`src/rtl/led_disp_pkg.sv`:
```
// rtl/led_disp_pkg.sv - shared types, defaults and helpers for the LED display arbiter
// Optional feature macro used by the bundle: LED_BLINK_EN
package led_disp_pkg;

    typedef enum logic {
        IDLE = 1'b0,
        OWN  = 1'b1
    } disp_state_e;

    localparam int DEF_TICK_DIV   = 24'hFF_FFFF;
    localparam int DEF_HOLD_TICKS = 4;

    // Index of the set bit of a one-hot vector; supports up to 32 requesters.
    function automatic logic [4:0] oh_to_idx(input logic [31:0] oh);
        logic [4:0] idx;
        idx = '0;
        for (int i = 0; i < 32; i++) begin
            if (oh[i]) begin
                idx = 5'(i);
            end
        end
        return idx;
    endfunction

endpackage

```
`src/rtl/led_display_arbiter_tick_gen.sv`:
```
// rtl/led_display_arbiter_tick_gen.sv - display tick prescaler, one-cycle pulse every TICK_DIV clocks
module led_tick_gen #(
    parameter int TICK_DIV = 24'hFF_FFFF
) (
    input  logic clk,
    input  logic rst,
    output logic tick
);

    localparam int CNT_W = $clog2(TICK_DIV);

    logic [CNT_W-1:0] tick_cnt_q;
    logic [CNT_W-1:0] tick_cnt_d;

    assign tick = (tick_cnt_q == CNT_W'(TICK_DIV - 1));

    always_comb begin
        tick_cnt_d = tick ? '0 : tick_cnt_q + CNT_W'(1);
    end

    always_ff @(posedge clk or posedge rst) begin
        if (rst) begin
            tick_cnt_q <= '0;
        end else begin
            tick_cnt_q <= tick_cnt_d;
        end
    end

endmodule

```
`src/rtl/led_display_arbiter.sv`:
```
// rtl/led_display_arbiter.sv - round-robin LED bank sharing with minimum hold and idle heartbeat
// LED_BLINK_EN adds req_blink and a tick-rate blanking phase for the current owner.
module led_display_arbiter
    import led_disp_pkg::*;
#(
    parameter int LED_WIDTH  = 8,
    parameter int NUM_REQ    = 4,
    parameter int TICK_DIV   = DEF_TICK_DIV,
    parameter int HOLD_TICKS = DEF_HOLD_TICKS
) (
    input  logic                           clk,
    input  logic                           rst,
    input  logic [NUM_REQ-1:0]             req,
    input  logic [NUM_REQ*LED_WIDTH-1:0]   req_data,
`ifdef LED_BLINK_EN
    input  logic [NUM_REQ-1:0]             req_blink,
`endif
    output logic [NUM_REQ-1:0]             grant,
    output logic                           busy,
    output logic [LED_WIDTH-1:0]           led_data
);

    localparam int IDX_W  = $clog2(NUM_REQ);
    localparam int HOLD_W = $clog2(HOLD_TICKS + 1);

    disp_state_e          state_q, state_d;
    logic [NUM_REQ-1:0]   grant_q, grant_d;
    logic                 busy_q, busy_d;
    logic [IDX_W-1:0]     rr_ptr_q, rr_ptr_d;
    logic [LED_WIDTH-1:0] idle_cnt_q, idle_cnt_d;
    logic [HOLD_W-1:0]    hold_cnt_q, hold_cnt_d;
    logic [LED_WIDTH-1:0] led_q, led_d;

    logic                 tick;
    logic                 found;
    logic [IDX_W-1:0]     win_idx;
    logic [IDX_W-1:0]     cand_idx;
    logic [IDX_W-1:0]     rr_next;
    logic [NUM_REQ-1:0]   win_oh;
    logic [IDX_W-1:0]     owner_idx;
    logic                 owner_req;
    logic                 hold_full;
    logic                 blank;
    logic [LED_WIDTH-1:0] win_data;
    logic [LED_WIDTH-1:0] owner_data;
    int                   cand;

    led_tick_gen #(
        .TICK_DIV (TICK_DIV)
    ) u_tick_gen (
        .clk  (clk),
        .rst  (rst),
        .tick (tick)
    );

    // Round-robin search: first requester at or above rr_ptr, wrapping.
    // The owner sits last in the order, so any other requester wins first.
    always_comb begin
        found    = 1'b0;
        win_idx  = '0;
        cand     = 0;
        cand_idx = '0;
        for (int k = 0; k < NUM_REQ; k++) begin
            cand = int'(rr_ptr_q) + k;
            if (cand >= NUM_REQ) begin
                cand = cand - NUM_REQ;
            end
            cand_idx = IDX_W'(cand);
            if (!found && req[cand_idx]) begin
                found   = 1'b1;
                win_idx = cand_idx;
            end
        end
    end

    always_comb begin
        win_oh          = '0;
        win_oh[win_idx] = 1'b1;
        rr_next         = (win_idx == IDX_W'(NUM_REQ - 1)) ? '0 : win_idx + IDX_W'(1);
    end

    assign owner_idx  = IDX_W'(oh_to_idx(32'(grant_q)));
    assign owner_req  = |(req & grant_q);
    assign hold_full  = (hold_cnt_q == HOLD_W'(HOLD_TICKS));
    assign win_data   = req_data[win_idx*LED_WIDTH +: LED_WIDTH];
    assign owner_data = req_data[owner_idx*LED_WIDTH +: LED_WIDTH];

`ifdef LED_BLINK_EN
    logic blink_phase_q, blink_phase_d;
    assign blank = req_blink[owner_idx] && blink_phase_q;
`else
    assign blank = 1'b0;
`endif

    always_comb begin
        state_d    = state_q;
        grant_d    = grant_q;
        busy_d     = busy_q;
        rr_ptr_d   = rr_ptr_q;
        idle_cnt_d = idle_cnt_q;
        hold_cnt_d = hold_cnt_q;
        led_d      = led_q;
`ifdef LED_BLINK_EN
        blink_phase_d = blink_phase_q;
`endif
        case (state_q)
            IDLE: begin
                led_d = idle_cnt_q;
                if (tick) begin
                    idle_cnt_d = idle_cnt_q + LED_WIDTH'(1);
                end
                if (found) begin
                    state_d    = OWN;
                    grant_d    = win_oh;
                    busy_d     = 1'b1;
                    rr_ptr_d   = rr_next;
                    hold_cnt_d = '0;
                    led_d      = win_data;
`ifdef LED_BLINK_EN
                    blink_phase_d = 1'b0;
`endif
                end
            end
            OWN: begin
                if (!owner_req) begin
                    // Release wins over rotation; arbitration restarts from IDLE.
                    state_d = IDLE;
                    grant_d = '0;
                    busy_d  = 1'b0;
                    led_d   = idle_cnt_q;
`ifdef LED_BLINK_EN
                    blink_phase_d = 1'b0;
`endif
                end else if (hold_full && found && (win_idx != owner_idx)) begin
                    grant_d    = win_oh;
                    rr_ptr_d   = rr_next;
                    hold_cnt_d = '0;
                    led_d      = win_data;
`ifdef LED_BLINK_EN
                    blink_phase_d = 1'b0;
`endif
                end else begin
                    led_d = blank ? '0 : owner_data;
                    if (tick && !hold_full) begin
                        hold_cnt_d = hold_cnt_q + HOLD_W'(1);
                    end
`ifdef LED_BLINK_EN
                    blink_phase_d = blink_phase_q ^ tick;
`endif
                end
            end
            default: begin
                state_d = IDLE;
                grant_d = '0;
                busy_d  = 1'b0;
            end
        endcase
    end

    always_ff @(posedge clk or posedge rst) begin
        if (rst) begin
            state_q    <= IDLE;
            grant_q    <= '0;
            busy_q     <= 1'b0;
            rr_ptr_q   <= '0;
            idle_cnt_q <= '0;
            hold_cnt_q <= '0;
            led_q      <= '0;
        end else begin
            state_q    <= state_d;
            grant_q    <= grant_d;
            busy_q     <= busy_d;
            rr_ptr_q   <= rr_ptr_d;
            idle_cnt_q <= idle_cnt_d;
            hold_cnt_q <= hold_cnt_d;
            led_q      <= led_d;
        end
    end

`ifdef LED_BLINK_EN
    always_ff @(posedge clk or posedge rst) begin
        if (rst) begin
            blink_phase_q <= 1'b0;
        end else begin
            blink_phase_q <= blink_phase_d;
        end
    end
`endif

    assign grant    = grant_q;
    assign busy     = busy_q;
    assign led_data = led_q;

endmodule

```
`config.mk`:
```
export PLATFORM = sky130hd
export DESIGN_NAME = led_display_arbiter
export DESIGN_NICKNAME = d
export VERILOG_FILES = /design/src/rtl/led_disp_pkg.sv /design/src/rtl/led_display_arbiter_tick_gen.sv /design/src/rtl/led_display_arbiter.sv
export SDC_FILE = /design/constraint.sdc
export NUM_CORES = 1
export LEC_CHECK = 0
export BUFFER_PORTS_ARGS = -buffer_cell sky130_fd_sc_hd__buf_2
export CAP_MARGIN = 20
export CORE_UTILIZATION = 46
export CTS_CLUSTER_DIAMETER = 200
export DETAILED_ROUTE_END_ITERATION = 8
export GPL_TIMING_DRIVEN = 0
export PLACE_DENSITY = 0.67
export SLEW_MARGIN = 20
export SYNTH_ARGS = -nofsm -noshare
export SYNTH_HDL_FRONTEND = slang
export SYNTH_SLANG_ARGS = --single-unit
export TNS_END_PERCENT = 10
```
`constraint.sdc`:
```
create_clock -name clk -period 2.4 [get_ports clk]
set_input_delay 0.24 -clock clk [delete_from_list [all_inputs] [get_ports clk]]
set_output_delay 0.24 -clock clk [all_outputs]
set_load 0.01 [all_outputs]
```
==> flow_summary.ini, run 1 <==
[outcome]
status = finished, final reports clean

[grt]
grt_pass1_vias = 2688
grt_pass1_wl_microns = 12300
grt_overflow_total = 0
grt_usage_pct = 20.5
antenna_found_initial = 0
grt_start_max_net_pins = 33

[setup_path]
ff2ff_setup_slack_ps = 110
start_kind = flop
cp_cell_sequence = nand2_1 > a311oi_2 > nor2_4 > inv_2 > o211ai_1 > or2_1 > clkbuf_1 > o221ai_1
crit_path_end_kind = flop
worstPathArrival_ps = 2460
critPathKind = flop to flop
startpoint = rr_ptr_q[1]$_DFFE_PP0P_
critPathCapture = grant[1]$_DFFE_PP0P_
critPathMaxStageDelay_ps = 460
path_max_fanout = 9
reg2reg_to = grant[1]$_DFFE_PP0P_
rr_worst_depth = 8
cp.required_ps = 2570
r2r-start = rr_ptr_q[1]$_DFFE_PP0P_
cp_slowest_cell = dfrtp_1

[finish]
ff_latch_area_sq_um = 1280
layout-drive-gt1-share_pct = 22.7
final_util_pct = 55.3
syn_to_final_growth_pct = 15.5
antenna-diode-count = 0
fillers = 630
final_nets = 456
multiInputGateArea_sq_um = 1870

[clock_tree]
clock_sinks = 51
h-tree-depth = 2
cts_buffer_depth = 2
cts_buffers = 5
cts_tree = built
cts_root_buffer = clkbuf_8
clk_latency_ps = 300
path_clk_slew_ps = 90
post-cts-setup-buffers = 0

[power_and_ir_drop]
power_density_nw_per_um2 = 769
leakagePower_nw = 1.70
vdd_drop_max_mv = 0.240

[detailed_routing]
wl_per_cell_microns = 14.3
drtIter0Drc = 122
ant_nets = 0
drc = 0
drt-total-wl_microns = 7250
via_per_inst = 5.35
dr.pass1.iters = 4
vias = 2705

[worst_hold_path]
hold_path_class = input port to async pin

[timing]
fin_setup_tns_ps = 0
max_slew_margin_pct = 50.6
worst_pin_slew_ps = 734
maxSlewViolCount = 0
fin_crit_sh_pct = 95.4
setup_viol = 0
skew_ps = 5.50
rsz0062_at_grt = no
period_needed_ps = 2290
hold-worst-slack_ps = 53.2
fmax_mhz = 437
final-hold-violation-count = 0

[place]
post-dp-hpwl_microns = 5260
place_congestion = 0.819
port_buffers = 50

[synthesis]
ys.warnings.count = 0
synth_seq_area_share_pct = 39.0
syn_area_sq_um = 3270
syn_avg_cell_area_sq_um = 9.33
ys_seq_elements = 51
synth_ff_type = dfrtp_1
synth_nets = 398
async_reset_ff_share_pct = 100
syn_inst = 351
synth_cell_types = 51
synth_edf_count = 0

[floorplan]
pin_count = 51
dieHeight_microns = 86.4
die_w_microns = 86.4
initial_core_util_pct = 47.9
die_area_sq_um = 7460
num_rows = 30
core_sq_um = 6830

[job]
cap_violations = 0
## how the worst min path moves through the flow
| stage | from | end | slack, ps | cells past startpoint |
|---|---|---|---|---|
| after global routing | rst | led_data[7]$_DFF_PP0_ | 120 | 2 |
| after global placement | idle_cnt_q[7]$_DFFE_PP0P_ | idle_cnt_q[7]$_DFFE_PP0P_ | 470 | 1 |
| final | rst | led_data[1]$_DFF_PP0_ | 50 | 2 |
| after detailed placement | rst | u_tick_gen.tick_cnt_q[18]$_DFF_PP0_ | 410 | 2 |
| after floorplan | idle_cnt_q[7]$_DFFE_PP0P_ | idle_cnt_q[7]$_DFFE_PP0P_ | 450 | 1 |
| after CTS | rst | hold_cnt_q[0]$_DFFE_PP0P_ | 70 | 2 |
## critical path, delay by kind of cell (launching register included)
family / cells / cell delay, ps
AO/OA/AOI/OAI: 3 / 650
AND/OR/NAND/NOR: 3 / 640
flip-flops: 1 / 460
buffers and inverters: 2 / 400
## power breakdown
| group | leakage, nW | switching [mW] | internal, mW |
|---|---|---|---|
| Combinational | 0.965 | 0.772 | 0.558 |
| Sequential | 0.682 | 0.0705 | 0.956 |
| Clock | 0.0515 | 0.288 | 0.264 |
## repair_timing
action | 4_1_cts | 5_1_grt
gates resized for setup | 0 | 1
setup endpoints to repair | 0 | 28
hold buffers | 0 | 0
## state kept, by name, summed over array words and instances (netlist names)
signal / count
state_q: 1
busy: 1
u_tick_gen.tick_cnt_q: 24
hold_cnt_q: 3
grant: 4
rr_ptr_q: 2
idle_cnt_q: 8
led_data: 8
## placed cells by master, fill, tap and decap left out, types with 2 or more instances in the layout
cell	n
buf_2	51
nand3b_1	3
inv_2	4
and4_1	6
ha_1	9
a31oi_1	2
mux2_2	9
o31ai_1	2
mux2_1	3
clkbuf_8	7
inv_1	11
nand4_1	13
nor2_1	43
nor2b_1	3
mux2i_1	25
a22oi_1	2
nand3_1	14
xnor2_1	9
o21ai_1	6
o21ai_0	8
xor2_1	12
dfrtp_1	51
buf_4	2
and2_1	2
clkbuf_1	12
o221ai_2	8
or3_1	6
o221ai_1	4
a21oi_1	25
and3_1	4
nand2_1	31
## cell usage after synthesis, drive strengths merged (11+ instances only)
cell / instances / area, sq um
xor2: 12 / 105
clkbuf: 11 / 41.3
nand4: 13 / 81.3
mux2i: 25 / 250
dfrtp: 51 / 1280
nor2: 44 / 173
mux2: 13 / 150
inv: 15 / 56.3
o221ai: 12 / 155
nand3: 15 / 80.1
nand2: 31 / 116
o21ai: 15 / 86.3
a21oi: 25 / 125
## per-stage QoR
stage / worst slack (ps) / power (mW) / std cells / instance area [sq um]
finish: 111 / 2.91 / 506 / 3780
global route: 3.39 / 3.11 / 506 / 3780
CTS: 25.0 / 2.93 / 506 / 3770
detailed placement: 59.3 / 2.37 / 498 / 3670
global placement: 79.4 / 2.34 / 497 / 3640
floorplan: 466 / 2.03 / 351 / 3270
## cell families (layout without fill, tap and decap cells)
family	Yosys count	count (layout)	share of synthesized area (%)
AO/OA/AOI/OAI	63	63	13.9
XOR/XNOR	21	21	5.62
adder cells (fa/ha/maj)	9	9	3.44
buffers and inverters	31	90	4.05
flip-flops	51	51	39.0
multiplexers	38	38	12.2
AND/OR/NAND/NOR	138	138	21.8
## area by class of cell
| class | count | share of cell area [%] |
|---|---|---|
| timing repair buffer | 51 | 7.35 |
| tap | 96 | 3.18 |
| clock buffer | 8 | 2.65 |
| buffer | 16 | 2.02 |
| multi-input combinational | 269 | 49.6 |
| inverter | 15 | 1.49 |
| sequential | 51 | 33.8 |
## per-layer routing
layer / part of all wire, % / track usage [%] / wire, microns
met2: 49 / 36.8 / 3550
met5: 0 / 0 / 0
met4: 0.28 / 4.85 / 20
met3: 3.2 / 3.05 / 234
met1: 47 / 26.0 / 3440
Note: power is estimated with default switching activity, not from simulation.
==> run 2: changes to the inputs <==
--- a/config.mk
+++ b/config.mk
@@ -5,6 +5,7 @@
 export SDC_FILE = /design/constraint.sdc
 export NUM_CORES = 1
 export LEC_CHECK = 0
+export ABC_AREA = 1
 export BUFFER_PORTS_ARGS = -buffer_cell sky130_fd_sc_hd__buf_2
 export CAP_MARGIN = 20
 export CORE_UTILIZATION = 46
==> flow_summary.ini, run 2 <==
[outcome]
status = finished, final reports clean

[finish]
final_util_pct = 55.8
antenna-diode-count = 0
mostFrequentLayoutCell = nand2_1
layout.cells.non_filler = 612
syn_to_final_growth_pct = 16.2
final_nets = 562
final_cell_mix = 109 x nand2_1, 55 x buf_2, 51 x dfrtp_1
largest_reg_flops = 24
max_flop_register = u_tick_gen.tick_cnt_q
layout-drive-gt1-share_pct = 19.0

[setup_path]
worstPathArrival_ps = 2340
critPathKind = flop to flop
reg2reg_to = rr_ptr_q[1]$_DFFE_PP0P_
cp_cell_sequence = buf_6 > nand2_1 > nand2_1 > nand2_1 > nand2_2 > nor2_4 > nand3_4 > nand3_4 > clkinvlp_4 > ha_1 > nand3_1 > nand2_1
cp_slowest_cell = dfrtp_1
cp.required_ps = 2600
r2r-start = rr_ptr_q[0]$_DFFE_PP0P_
path_max_fanout = 11
critical-path-top-cell-by-count = nand2_1
ff2ff_setup_slack_ps = 260
critPathMaxStageDelay_ps = 410
crit_family = simple AND/OR/NAND/NOR gates
start_kind = flop
startpoint = rr_ptr_q[0]$_DFFE_PP0P_
path_buf_inv = 2
rr_worst_depth = 12
crit_path_end_kind = flop
critPathCapture = rr_ptr_q[1]$_DFFE_PP0P_
cp_num_cells = 12

[grt]
antenna_found_initial = 0
grt_pass1_wl_microns = 12900
grt_start_max_net_pins = 31
grt_pass1_vias = 2977
grt_overflow_total = 0
grt_usage_pct = 21.7

[synthesis]
ys_seq_elements = 51
synth_edf_count = 0
synth_ff_type = dfrtp_1
synth_nets = 503
synth_most_common_cell = nand2_1
synth_top_area_cell = dfrtp_1
ys.warnings.count = 0
synth.top_cell.area_share_pct = 38.7
synth_common_cells = 110 x nand2_1, 51 x dfrtp_1, 51 x inv_1, 45 x nor2_1
synth_cell_types = 32
synth_seq_area_share_pct = 38.7
syn_area_sq_um = 3300
synth.area.top_cells = dfrtp_1 39%, nand2_1 13%, inv_1 5.8%
syn_avg_cell_area_sq_um = 7.23
async_reset_ff_share_pct = 100
syn_inst = 456

[timing]
fmax_mhz = 467
skew_ps = 9.98
period_needed_ps = 2140
setup_viol = 0
maxSlewViolCount = 0
fin_crit_sh_pct = 89.2
final-hold-violation-count = 0
rsz0062_at_grt = no
max_slew_margin_pct = 64.9
fin_setup_tns_ps = 0
worst_pin_slew_ps = 526

[detailed_routing]
drt-total-wl_microns = 7670
vias = 3153
wl_per_cell_microns = 12.5
drc = 0
dr.pass1.iters = 5
via_per_inst = 5.15
ant_nets = 0
drtIter0Drc = 152

[place]
post-dp-hpwl_microns = 5860
port_buffers = 50
place_congestion = 0.869
dp.cells = 603

[clock_tree]
path_clk_slew_ps = 100
clock_sinks = 51
cts_root_buffer = clkbuf_8
clk_latency_ps = 300
cts_buffer_depth = 2
cts_tree = built
cts_buffers = 5
h-tree-depth = 2

[floorplan]
dieHeight_microns = 86.7
pin_count = 51
die_area_sq_um = 7510
initial_core_util_pct = 48.0
num_rows = 30
core_sq_um = 6870
die_w_microns = 86.7

[worst_hold_path]
hold_path_class = input port to flop

[power_and_ir_drop]
p_total_mw = 4.42
power_density_nw_per_um2 = 1150
vdd_drop_max_mv = 0.684
leakagePower_nw = 1.97

[job]
cap_violations = 0
run 2: cell types whose count changed after synthesis, sizes merged, moves of 7 or more:
cell    previous run  this run
o21ai             15        31
o22ai              0         8
inv               15        54
mux2i             25         0
o221ai            12         0
or3                7         0
nand4             13         5
nand3             15        32
nor3               2        20
mux2              13         0
nand2             31       126
clkbuf            11         2
run 2: repair_timing:
action	CTS	global route
endpoints found under the setup margin	0	18
endpoints found under the hold margin	21	0
resized for setup	0	5
hold buffers	1	0
setup buffers	0	0
run 2: metrics by stage:
stage	cell area (sq um)	worst slack (ps)	hold slack [ps]
after floorplan	3300	510	442
after global placement	3670	118	471
after detailed placement	3690	103	317
after CTS	3810	82.3	366
after global routing	3830	8.05	403
final	3830	258	373
run 2: cell families after synthesis:
group	after synthesis	share of synthesized area (%)
AND/OR/NAND/NOR	241	33.8
AO/OA/AOI/OAI	78	13.1
buffers and inverters	67	8.27
flip-flops	51	38.7
XOR/XNOR	10	2.66
adder cells (fa/ha/maj)	9	3.42
run 2: per-layer routing:
layer	global-route usage (%)	part of all wire (%)	wire [microns]
met4	5.91	0.89	68
met1	30.4	48	3710
met2	34.6	46	3530
met5	0	0	0
met3	4.00	4.6	355
run 2: final cells by class:
type,count,area (sq um)
fill,649,3040
multi-input combinational,338,1760
sequential,51,1280
timing repair buffer,52,280
inverter,58,221
tap,96,120
clock buffer,6,82.6
buffer,9,55.1
clock inverter,2,35.0
run 2: power breakdown:
part	switching, mW	leakage, nW	internal (mW)
combinational	1.82	1.23	0.910
clock	0.280	0.0612	0.338
sequential	0.0903	0.680	0.986
run 2: worst register-to-register path: stages (launching register included):
cell and delay, ps:
dfrtp_1 410, buf_6 150, nand2_1 60, nand2_1 110, nand2_1 110, nand2_2 60
nor2_4 150, nand3_4 120, nand3_4 160, clkinvlp_4 220, ha_1 350, nand3_1 90
nand2_1 50
run 2: worst min-delay path by stage:
stage                                          from                   endpoint  slack [ps]  cells after the start
after CTS                              req_data[25]      led_data[1]$_DFF_PP0_         370                      5
after global placement             busy$_DFFE_PP0P_           busy$_DFFE_PP0P_         470                      2
final                                  req_data[25]      led_data[1]$_DFF_PP0_         370                      5
after floorplan           idle_cnt_q[7]$_DFFE_PP0P_  idle_cnt_q[7]$_DFFE_PP0P_         440                      1
after detailed placement                        rst      led_data[0]$_DFF_PP0_         320                      2
after global routing                   req_data[27]      led_data[3]$_DFF_PP0_         400                      5
==> run 3: changes to the inputs <==
--- a/config.mk
+++ b/config.mk
@@ -12,9 +12,10 @@
 export CTS_CLUSTER_DIAMETER = 200
 export DETAILED_ROUTE_END_ITERATION = 8
 export GPL_TIMING_DRIVEN = 0
-export PLACE_DENSITY = 0.67
+export PLACE_DENSITY = 0.66
 export SLEW_MARGIN = 20
 export SYNTH_ARGS = -nofsm -noshare
 export SYNTH_HDL_FRONTEND = slang
+export SYNTH_HIERARCHICAL = 1
 export SYNTH_SLANG_ARGS = --single-unit
 export TNS_END_PERCENT = 10
==> flow_summary.ini, run 3 <==
[timing]
setup_viol = 0
skew_ps = 7.43
fmax_mhz = 423
rsz0062_at_grt = yes
maxSlewViolCount = 0
max_slew_margin_pct = 58.9
fin_crit_sh_pct = 98.6
period_needed_ps = 2370
worst_pin_slew_ps = 615
final-hold-violation-count = 0
fin_setup_tns_ps = 0

[synthesis]
synth_top_area_cell = dfrtp_1
synth.top_cell.area_share_pct = 34.5
ys.warnings.count = 6
synth_seq_area_share_pct = 34.5
synth.area.top_cells = dfrtp_1 35%, nand2_1 12%, nor2_1 7.6%
ys_seq_elements = 51
synth_cell_types = 37
async_reset_ff_share_pct = 100
synth_edf_count = 0
synth_ff_type = dfrtp_1
syn_inst = 511
syn_area_sq_um = 3700
syn_avg_cell_area_sq_um = 7.24
synth_nets = 558
synth_most_common_cell = nand2_1
synth_common_cells = 121 x nand2_1, 75 x nor2_1, 51 x dfrtp_1, 44 x inv_1, 42 x nand3_1

[detailed_routing]
ant_nets = 0
dr.pass1.iters = 4
drt-total-wl_microns = 8760
wl_per_cell_microns = 13.0
drc = 0
via_per_inst = 5.06
vias = 3418
drtIter0Drc = 200

[finish]
ff_latch_area_sq_um = 1280
final_cell_mix = 120 x nand2_1, 74 x nor2_1, 54 x buf_2
largest_reg_flops = 24
final_nets = 620
antenna-diode-count = 0
mostFrequentLayoutCell = nand2_1
fillers = 788
layout-drive-gt1-share_pct = 23.5
layout.cells.non_filler = 676
multiInputGateArea_sq_um = 2190
syn_to_final_growth_pct = 15.5
max_flop_register = u_tick_gen/tick_cnt_q

[power_and_ir_drop]
power_density_nw_per_um2 = 1100
p_total_mw = 4.71
internal_power_mw = 2.26
p_seq_share_pct = 24.0
vdd_drop_max_mv = 0.625
pwr-share-clk_pct = 10.5
p_comb_share_pct = 65.5
leakagePower_nw = 2.18
p_switching_mw = 2.45
p_sw_share_pct = 52.0

[job]
cap_violations = 0

[clock_tree]
clock_sinks = 51
cts_tree = built
cts_buffer_depth = 2
cts_buffers = 5
cts_root_buffer = clkbuf_8
h-tree-depth = 2
path_clk_slew_ps = 90
clk_latency_ps = 310

[floorplan]
dieHeight_microns = 91.7
core_sq_um = 7770
pin_count = 51
initial_core_util_pct = 47.6
die_w_microns = 91.7
die_area_sq_um = 8400
num_rows = 32

[setup_path]
cp_num_cells = 16
worstPathArrival_ps = 2610
start_kind = flop
crit_family = simple AND/OR/NAND/NOR gates
rr_worst_depth = 16
critPathKind = flop to flop
critPathMaxStageDelay_ps = 410
cp_cell_sequence = inv_2 > ha_2 > nand2_1 > nor2_1 > nand3_1 > nor2_4 > nand2_4 > clkinv_2 > buf_12 > inv_1 > nor2_4 > nand2_1 > nor3_4 > nand3_2 > nor3_2 > xor2_1
reg2reg_to = idle_cnt_q[7]$_DFFE_PP0P_
path_max_fanout = 10
crit_path_end_kind = flop
ff2ff_setup_slack_ps = 30
cp_slowest_cell = dfrtp_1
r2r-start = u_tick_gen/tick_cnt_q[0]$_DFF_PP0_
path_buf_inv = 4
cp.required_ps = 2640

[outcome]
status = finished, final reports clean

[worst_hold_path]
hold_path_class = input port to flop
holdPathEnd = led_data[5]$_DFF_PP0_
min_from = req_data[29]
min_path_cells = 5

[place]
port_buffers = 50
post-dp-hpwl_microns = 6760
dp.cells = 663
place_congestion = 0.866

[grt]
grt_overflow_total = 0
grt_start_max_net_pins = 28
grt_pass1_wl_microns = 15100
grt_pass1_vias = 3247
grt_usage_pct = 22.6
antenna_found_initial = 0
run 3: changes by cell type after synthesis, moves of 5 or more:
cell / change
a21oi_1: -13
a22oi_1: -8
inv_1: -7
inv_2: +5
nand2_1: +11
nand3_1: +14
nor2_1: +30
nor2_2: +12
nor3_1: -9
o21a_1: +6
o21ai_0: -7
xor2_1: +8
run 3: per-layer routing:
layer  track usage (%)  routed length (microns)
met1              32.8                     4450
met4              4.76                       82
met3              3.65                      269
met2              35.4                     3960
met5                 0                        0
run 3: power by group through the flow:
stage	Combinational [mW]	Sequential, mW	Clock [mW]
after global placement	3.00	1.14	0
after global routing	3.43	1.15	0.552
final	3.09	1.13	0.494
after floorplan	2.30	1.16	0
after CTS	3.05	1.13	0.514
after detailed placement	3.04	1.14	0
run 3: cell families after synthesis:
| group | synth area share, % |
|---|---|
| XOR/XNOR | 4.50 |
| buffers and inverters | 7.51 |
| flip-flops | 34.5 |
| AND/OR/NAND/NOR | 41.9 |
| adder cells (fa/ha/maj) | 3.04 |
| AO/OA/AOI/OAI | 8.49 |
run 3: per-stage QoR:
step / setup WS, ps / hold WS (ps) / utilization [%] / area, sq um
floorplan: 28.9 / 255 / - / 3700
global placement: -324 / 459 / 52.5 / 4080
detailed placement: -329 / 466 / 52.5 / 4080
CTS: 7.06 / 190 / 54.0 / 4200
global route: -182 / 364 / 55.0 / 4270
finish: 34.1 / 344 / 55.0 / 4270
run 3: worst reg2reg max path: cells and delay by family, from the launching register on:
kind	cells	cell delay, ps
XOR/XNOR	1	150
buffers and inverters	4	420
adder cells (fa/ha/maj)	1	200
flip-flops	1	410
AND/OR/NAND/NOR	10	1110
run 3: final cells by class:
type	instances	area share, %
Multi-Input combinational cell	395	51.3
Tap cell	102	2.99
Clock inverter	2	0.293
Inverter	55	4.95
Sequential cell	51	29.9
Timing Repair Buffer	55	7.26
Clock buffer	6	1.70
Buffer	10	1.64
run 3: timing repair:
action | CTS | global route
pin swaps | 2 | 0
setup endpoints to repair | 4 | 20
resized for setup | 5 | 6
hold endpoints to repair | 0 | 8
gates cloned | 0 | 0
hold buffers | 0 | 1
setup buffers | 2 | 1
run 3: worst max path at each step:
stage	start	end	slack (ps)
3_3_place_gp	u_tick_gen/tick_cnt_q[0]$_DFF_PP0_	idle_cnt_q[7]$_DFFE_PP0P_	-320
2_1_floorplan	u_tick_gen/tick_cnt_q[0]$_DFF_PP0_	idle_cnt_q[7]$_DFFE_PP0P_	30
3_5_place_dp	u_tick_gen/tick_cnt_q[0]$_DFF_PP0_	idle_cnt_q[7]$_DFFE_PP0P_	-330
6_report	u_tick_gen/tick_cnt_q[0]$_DFF_PP0_	idle_cnt_q[7]$_DFFE_PP0P_	30
5_1_grt	u_tick_gen/tick_cnt_q[0]$_DFF_PP0_	idle_cnt_q[7]$_DFFE_PP0P_	-180
4_1_cts	u_tick_gen/tick_cnt_q[0]$_DFF_PP0_	idle_cnt_q[7]$_DFFE_PP0P_	7
